## src/rtl/iomem_wb_bridge.sv

```systemverilog
// PicoSoC iomem to Wishbone master bridge with one-hot address-decoded slave selects, bus timeout and unmapped-slave error response.
// Latency: 2 cycles valid-to-ready with a zero-wait slave. Backpressure: the iomem request is held until the one-cycle iomem_ready.
module iomem_wb_bridge #(
    parameter logic [31:0] WB_BASE    = 32'h0300_0000,
    parameter logic [31:0] WB_MASK    = 32'hFF00_0000,
    parameter int          NUM_SLAVES = 4,
    parameter int          SLV_LSB    = 16,
    parameter int          TO_W       = 8,
    parameter int          TIMEOUT    = 255,
    parameter logic [31:0] ERR_DATA   = 32'hDEAD_BEEF
) (
    input  logic                     clk,
    input  logic                     reset,
    input  logic                     iomem_valid,
    output logic                     iomem_ready,
    input  logic [3:0]               iomem_wstrb,
    input  logic [31:0]              iomem_addr,
    input  logic [31:0]              iomem_wdata,
    output logic [31:0]              iomem_rdata,
    output logic                     wbm_cyc_o,
    output logic                     wbm_stb_o,
    output logic                     wbm_we_o,
    output logic [3:0]               wbm_sel_o,
    output logic [31:0]              wbm_adr_o,
    output logic [31:0]              wbm_dat_o,
    output logic [NUM_SLAVES-1:0]    wbm_slv_sel_o,
    input  logic [NUM_SLAVES-1:0]    wbm_ack_i,
    input  logic [32*NUM_SLAVES-1:0] wbm_dat_i,
    output logic                     timeout_o,
    output logic [7:0]               err_count_o
);
    localparam int               IDX_W = (NUM_SLAVES > 1) ? $clog2(NUM_SLAVES) : 1;
    localparam logic [IDX_W:0]   NS_L  = (IDX_W+1)'(NUM_SLAVES);
    localparam logic [TO_W-1:0]  TO_LAST = TO_W'(TIMEOUT - 1);

    typedef enum logic [1:0] {ST_IDLE, ST_ACTIVE, ST_RESP} state_t;

    state_t                  r_state, w_state_nxt;
    logic                    r_cyc, w_cyc_nxt;
    logic                    r_we, w_we_nxt;
    logic [3:0]              r_sel, w_sel_nxt;
    logic [31:0]             r_adr, w_adr_nxt;
    logic [31:0]             r_dat, w_dat_nxt;
    logic [NUM_SLAVES-1:0]   r_slv_sel, w_slv_sel_nxt;
    logic [TO_W-1:0]         r_cnt, w_cnt_nxt;
    logic                    r_ready, w_ready_nxt;
    logic [31:0]             r_rdata, w_rdata_nxt;
    logic                    r_timeout, w_timeout_nxt;
    logic [7:0]              r_err, w_err_nxt;

    logic                    w_hit;
    logic [IDX_W-1:0]        w_idx;
    logic                    w_idx_ok;
    logic [NUM_SLAVES-1:0]   w_dec;
    logic                    w_ack;
    logic [31:0]             w_sdat;
    logic [7:0]              w_err_inc;

    assign w_hit     = (iomem_addr & WB_MASK) == WB_BASE;
    assign w_idx     = iomem_addr[SLV_LSB +: IDX_W];
    assign w_idx_ok  = {1'b0, w_idx} < NS_L;
    assign w_err_inc = (r_err == 8'hFF) ? r_err : r_err + 8'd1;

    // Ack and read data are steered by the latched one-hot select, so a stray ack from another slave never completes the transfer.
    always_comb begin
        w_dec  = '0;
        w_ack  = 1'b0;
        w_sdat = '0;
        for (int i = 0; i < NUM_SLAVES; i++) begin
            w_dec[i] = (w_idx == IDX_W'(i));
            if (r_slv_sel[i]) begin
                w_ack  = wbm_ack_i[i];
                w_sdat = wbm_dat_i[32*i +: 32];
            end
        end
    end

    always_comb begin
        w_state_nxt   = r_state;
        w_cyc_nxt     = r_cyc;
        w_we_nxt      = r_we;
        w_sel_nxt     = r_sel;
        w_adr_nxt     = r_adr;
        w_dat_nxt     = r_dat;
        w_slv_sel_nxt = r_slv_sel;
        w_cnt_nxt     = r_cnt;
        w_ready_nxt   = 1'b0;
        w_rdata_nxt   = r_rdata;
        w_timeout_nxt = 1'b0;
        w_err_nxt     = r_err;
        case (r_state)
            ST_IDLE: begin
                if (iomem_valid && w_hit && !r_ready) begin
                    w_adr_nxt = iomem_addr;
                    w_dat_nxt = iomem_wdata;
                    w_sel_nxt = (|iomem_wstrb) ? iomem_wstrb : 4'hF;
                    w_cnt_nxt = '0;
                    if (w_idx_ok) begin
                        w_we_nxt      = |iomem_wstrb;
                        w_cyc_nxt     = 1'b1;
                        w_slv_sel_nxt = w_dec;
                        w_state_nxt   = ST_ACTIVE;
                    end else begin
                        w_rdata_nxt = ERR_DATA;
                        w_err_nxt   = w_err_inc;
                        w_ready_nxt = 1'b1;
                        w_state_nxt = ST_RESP;
                    end
                end
            end
            ST_ACTIVE: begin
                if (w_ack) begin
                    w_cyc_nxt     = 1'b0;
                    w_we_nxt      = 1'b0;
                    w_slv_sel_nxt = '0;
                    w_rdata_nxt   = r_we ? 32'h0 : w_sdat;
                    w_ready_nxt   = 1'b1;
                    w_state_nxt   = ST_RESP;
                end else if (r_cnt == TO_LAST) begin
                    w_cyc_nxt     = 1'b0;
                    w_we_nxt      = 1'b0;
                    w_slv_sel_nxt = '0;
                    w_rdata_nxt   = ERR_DATA;
                    w_timeout_nxt = 1'b1;
                    w_err_nxt     = w_err_inc;
                    w_ready_nxt   = 1'b1;
                    w_state_nxt   = ST_RESP;
                end else begin
                    w_cnt_nxt = r_cnt + TO_W'(1);
                end
            end
            ST_RESP: begin
                w_cnt_nxt   = '0;
                w_state_nxt = ST_IDLE;
            end
            default: w_state_nxt = ST_IDLE;
        endcase
    end

    always_ff @(posedge clk) begin
        if (reset) begin
            r_state   <= ST_IDLE;
            r_cyc     <= 1'b0;
            r_we      <= 1'b0;
            r_sel     <= '0;
            r_adr     <= '0;
            r_dat     <= '0;
            r_slv_sel <= '0;
            r_cnt     <= '0;
            r_ready   <= 1'b0;
            r_rdata   <= '0;
            r_timeout <= 1'b0;
            r_err     <= '0;
        end else begin
            r_state   <= w_state_nxt;
            r_cyc     <= w_cyc_nxt;
            r_we      <= w_we_nxt;
            r_sel     <= w_sel_nxt;
            r_adr     <= w_adr_nxt;
            r_dat     <= w_dat_nxt;
            r_slv_sel <= w_slv_sel_nxt;
            r_cnt     <= w_cnt_nxt;
            r_ready   <= w_ready_nxt;
            r_rdata   <= w_rdata_nxt;
            r_timeout <= w_timeout_nxt;
            r_err     <= w_err_nxt;
        end
    end

    assign iomem_ready   = r_ready;
    assign iomem_rdata   = r_rdata;
    assign wbm_cyc_o     = r_cyc;
    assign wbm_stb_o     = r_cyc;
    assign wbm_we_o      = r_we;
    assign wbm_sel_o     = r_sel;
    assign wbm_adr_o     = r_adr;
    assign wbm_dat_o     = r_dat;
    assign wbm_slv_sel_o = r_slv_sel;
    assign timeout_o     = r_timeout;
    assign err_count_o   = r_err;
endmodule

```

## config.mk

```make
export PLATFORM = sky130hd
export DESIGN_NAME = iomem_wb_bridge
export DESIGN_NICKNAME = d
export VERILOG_FILES = /design/src/rtl/iomem_wb_bridge.sv
export SDC_FILE = /design/constraint.sdc
export NUM_CORES = 1
export LEC_CHECK = 0
export ABC_CLOCK_PERIOD_IN_PS = 2000
export CORE_AREA = 2 2 124 126
export CTS_BUF_LIST = sky130_fd_sc_hd__clkbuf_4
export CTS_CLUSTER_DIAMETER = 40
export CTS_CLUSTER_SIZE = 12
export DETAILED_ROUTE_END_ITERATION = 16
export DIE_AREA = 0 0 126 128
export DONT_BUFFER_PORTS = 1
export GPL_ROUTABILITY_DRIVEN = 0
export GPL_TIMING_DRIVEN = 0
export MAX_ROUTING_LAYER = met4
export SLEW_MARGIN = 20
export SYNTH_ARGS = -nofsm -noshare
export SYNTH_HDL_FRONTEND = slang
export SYNTH_SLANG_ARGS = --single-unit
```

## constraint.sdc

```tcl
create_clock -name clk -period 2 [get_ports clk]
set_clock_uncertainty 0.05 [all_clocks]
set_input_delay 0.1 -clock clk [delete_from_list [all_inputs] [get_ports clk]]
set_output_delay 0.1 -clock clk [all_outputs]
set_load 0.01 [all_outputs]
```

# After elaboration in Yosys (flattened, before gate mapping)
# Index checks and enable logic that the tools add are counted.
classes:
  bitwise_logic: 3
  eq_ne: 12
  reduce_logical: 17
  magnitude_cmp: 0
  shift: 0
  n_addsub: 2
  muxes: 32
  div_mod_pow: 0
  multipliers: 0
ops:
  columns: ["op", "count"]
  rows:
  - ["32-bit two-way mux", 7]
  - ["8-bit two-way mux", 3]
  - ["8-bit case mux with 3 select lines", 1]
  - ["8-bit by 1-bit adder with 8-bit output (second input constant)", 2]
  - ["8-bit equality test (second input constant)", 2]
  - ["4-bit two-way mux", 4]
  - ["1-bit two-way mux", 10]
  - ["8-bit by 2-bit equality test with 1-bit output (second input constant)", 1]
  - ["4-bit case mux with 2 select lines", 1]
  - ["4-bit AND reduction", 2]
  - ["2-bit equality test (second input constant)", 3]
  - ["2-bit two-way mux", 3]
  - ["2-bit inequality test (second input constant)", 3]
  - ["2-bit AND reduction", 3]
  - ["2-bit by 1-bit equality test with 1-bit output (second input constant)", 2]
  - ["2-bit logical NOT", 2]
  - ["1-bit case mux with 2 select lines", 2]
  - ["2-bit case mux with 2 select lines", 1]
  - ["2-bit nonzero test", 2]
  - ["4-bit OR reduction", 1]
  - ["3-bit inequality test (second input constant)", 1]
  - ["1-bit inverter", 3]
  - ["3-bit AND reduction", 1]
  - ["3-bit nonzero test", 1]
  - ["4 further kinds", 5]
word_totals:
  ff_bits: 126
  mem_bits_rw: 0
  latchBits: 0
  mem_bits_ro: 0
  n_memories: 0

# Depth between registers and ports, before layout
depth:
  depth_word: 6
  mapped_depth: 7

# Worst setup path before layout
# Ideal clock, no wire load.
synth_path:
  kind: "register to register"
  start: "register r_slv_sel[1], in the netlist wbm_slv_sel_o[1]"
  end: "register r_err[4], in the netlist err_count_o[4]"
  setup_ps: 121
  t_arrival_ps: 1599
  stages_incl_launch_ff: 7
  period_less_slack_ps: 1770
  slack_ps: 230
  cell_sequence: "dfxtp_1 > buf_6 > a211oi_4 > a211oi_4 > buf_6 > nor4_1 > mux2_2"
synth_via:
  elab_chain_len: 5
synth_lines:
  columns: ["item", "line", "text"]
  rows:
  - ["start: declaration", "44", "logic [NUM_SLAVES-1:0] r_slv_sel, w_slv_sel_nxt;"]
  - ["start signal: assignment", "161", "r_slv_sel <= w_slv_sel_nxt;"]
  - ["1-bit two-way mux (3 in a row)", "71", "if (r_slv_sel[i]) begin"]
  - ["1-bit inverter (no line)", null, null]
  - ["4-bit AND reduction (no line)", null, null]
  - ["end signal: assignment", "166", "r_err <= w_err_nxt;"]
  - ["end: declaration", "49", "logic [7:0] r_err, w_err_nxt;"]
# Every way passes these cells.
# A chain may end at the register's enable or synchronous reset.

# Final worst setup path
layout_path:
  start: "register r_slv_sel[1], in the netlist wbm_slv_sel_o[1]"
  end: "register r_rdata[15], in the netlist iomem_rdata[15]"
layout_via:
  elab_chain_len: 5
  word_cells_on_any_way: 10
layout_lines:
  columns: ["item", "line", "text"]
  rows:
  - ["32-bit two-way mux / 1-bit two-way mux (equally long branches) (3 in a row)", "71", null]
  - ["32-bit two-way mux / 2-bit nonzero test (equally long branches)", null, null]
  - ["32-bit two-way mux / 2-bit AND reduction (equally long branches)", null, null]
  - ["end signal: assignment", "164", "r_rdata <= w_rdata_nxt;"]
  - ["end: declaration", "47", "logic [31:0] r_rdata, w_rdata_nxt;"]
# Parallel ways exist; a longest one is shown, timed or not.

==> impl_metrics.ini <==
[outcome]
outcome = finished clean

[synth]
yosys-top-cells-area = dfxtp_1 44%, nand2_1 8.6%, a21oi_1 6.4%, a221o_1 5.5%, a221oi_1 3.6%
syn_nets = 891
ys_warn_count = 0
synthCells = 685
ys_ff_latch = 126
synth_top_area_cell = dfxtp_1
yosysTopAreaCellShare_pct = 43.64
avgSynthCellArea_sq_um = 8.439
synth_area_sq_um = 5781
synth-seq-area-share_pct = 43.64
yosys_most_used_dff = dfxtp_1
netlist-cell-type-count = 55
synth-edff-count = 0
async_flop_share_pct = 0

[floorplan]
initial_utilization_pct = 38.89
ioPinCount = 320
rows = 45
die_x_um = 126
dieArea_sq_um = 16130
core_sq_um = 14860
die_h_um = 128

[sta]
relSlewSlack_pct = 46.77
tightest_slew_ns = 0.7912
fin_tns_setup_ns = 0
finalCritPeriodShare_pct = 95.08
rsz0062_at_grt = no
period_minus_slack_ns = 1.902
slew_viol_final = 0
fmax_mhz = 525.9
final_hold_viol_count = 0
setup_viol = 0
hold_ws_ns = 0.03280

[critical_path]
crit_type = reg -> reg
startpoint_type = register
cp-end-kind = register
cp_data_required_time_ns = 2.35
cp_max_fo = 10
worstPathArrival_ns = 2.26

[global_routing]
grt_remaining_overflow = 0
antenna_found_initial = 1
busiest_layer = met2
grt_max_degree = 17
use_met2_pct = 47.15
grt_pass1_wl_mm = 34.60
track_usage_pct = 28.07
grt_pass1_vias = 6446
met3_usage_pct = 7.095
grtUsageMet1_pct = 30.61

[drt]
wl_per_cell_um = 21.23
viasPerCell = 5.933
drt_iter0_markers = 393
postRouteAntennaNets = 0
vias = 6431
drc = 0
routed_wl_mm = 23.01
drt-pass1-iter-count = 5

[power_and_ir_drop]
fin_total_pwr_mw = 4.620
ir_drop_v = 0.0003198
powerDensity_nw_per_um2 = 564.2
power.leakage_nw = 2.818

[finish]
area_delta_synth_final_pct = 41.67
mostFrequentLayoutCell = dlygate4sd3_1
nets = 1089
layout_common_cells = 177 x dlygate4sd3_1, 133 x nand2_1, 121 x dfxtp_1, 74 x a21oi_1, 37 x inv_1
stdcell_area_sq_um = 8189
drive_gt1_share_pct = 10.50

[cts]
htree_num_levels = 4
clkTransAtPathRegs_ns = 0.10
cts_tree = done
cts-root-buf = clkbuf_4
clock_path_buffers = 2
insertion_delay_ns = 0.55
cts_buffers = 17
cts_sinks = 126

[hold_path]
hold_class = in -> reg

[placement]
io_buffers = 0
placed_area_sq_um = 6016
hpwlAfterDp_mm = 15.36

[run]
cap_violations = 0
[critical path, stage by stage (launching register included)]
cell and delay, ns:
dfxtp_2 0.39, buf_6 0.16, nor2b_1 0.05, clkbuf_2 0.13
buf_2 0.21, a221o_1 0.34, a32oi_1 0.29, a221oi_1 0.13
[per-layer routing]
layer,routed length (um),vias up
li1,-,2896
met1,8677,3043
met2,11620,389
met3,1621,103
met4,1093,0
met5,0,-
[registers in the layout, summed over array words and instances (netlist names), 2 cells and up]
signal	cells
err_count_o	8
iomem_rdata	32
r_cnt	8
r_state	2
wbm_adr_o	32
wbm_dat_o	32
wbm_sel_o	4
wbm_slv_sel_o	4
[path summary, 6_finish.rpt]
kind,start,depth (start not counted),slack [ns],to
max,wbm_slv_sel_o[1]$_SDFFE_PP0P_,7,0.1,iomem_rdata[15]$_SDFFE_PP0P_
min reg2reg,r_cnt[6]$_SDFFE_PP0P_,2,0.45,r_cnt[6]$_SDFFE_PP0P_
min,wbm_dat_i[65],3,0.03,iomem_rdata[1]$_SDFFE_PP0P_
max reg2reg,wbm_slv_sel_o[1]$_SDFFE_PP0P_,7,0.1,iomem_rdata[15]$_SDFFE_PP0P_
[cell families (layout without fill, tap and decap cells)]
family	after synthesis	count (layout)	share of synthesized area (%)
buf+inv	99	309	7.338
fa+ha+maj	3	3	0.6494
simple gates	248	248	20.91
other cells	0	1	0
mux	10	10	1.775
compound gates	199	199	25.69
flops	126	126	43.64
[through the flow]
stage / cells / setup WS (ns) / util [%]
floorplan: 685 / 0.2303 / -
global placement: 873 / -0.2387 / 40.47
detailed placement: 873 / -0.3045 / 40.47
CTS: 1083 / 0.007118 / 54.41
global route: 1084 / 0.005057 / 55.09
finish: 1084 / 0.09836 / 55.09
[power by group]
part / total [mW] / switching, mW / internal (mW)
Sequential: 2.51 / 0.00254 / 2.51
Combinational: 0.405 / 0.146 / 0.259
Clock: 1.70 / 0.955 / 0.748
[Yosys cell counts, types with 2 or more instances]
| cell type | number |
|---|---|
| a31oi_1 | 2 |
| nand3_2 | 2 |
| a32oi_1 | 24 |
| buf_2 | 18 |
| nor3_1 | 14 |
| a221oi_1 | 24 |
| nor2b_1 | 6 |
| and3_1 | 10 |
| nor2_1 | 17 |
| o211ai_1 | 3 |
| nand3_1 | 9 |
| a221o_1 | 32 |
| nand4_1 | 6 |
| nand2_1 | 133 |
| dfxtp_1 | 126 |
| or3_1 | 2 |
| buf_1 | 3 |
| ha_1 | 3 |
| o21ai_0 | 5 |
| nor4_1 | 4 |
| nand2b_1 | 28 |
| o31ai_1 | 7 |
| a22oi_1 | 8 |
| inv_1 | 37 |
| mux2i_1 | 8 |
| o32ai_1 | 8 |
| buf_6 | 2 |
| a21oi_1 | 74 |
| clkbuf_1 | 35 |
| buf_4 | 4 |
| a211oi_4 | 2 |
| mux2_2 | 2 |
| or4_1 | 5 |
[what timing repair did]
item,4_1_cts,5_1_grt
resized for setup,11,32
endpoints found under the setup margin,63,96
endpoints found under the hold margin,101,0
buffers inserted,2,0
hold buffers,177,0
pin swaps,2,1
[layout make-up]
cell class,instances,area (sq um)
timing repair buffer,179,1787
buffer,62,309.0
inverter,37,138.9
sequential,126,2529
multi-input combinational,460,2924
clock inverter,12,121.4
tap,188,235.2
fill,1278,6675
clock buffer,19,142.6
antenna,1,2.502
No activity file was read; power rests on OpenSTA's default activity.
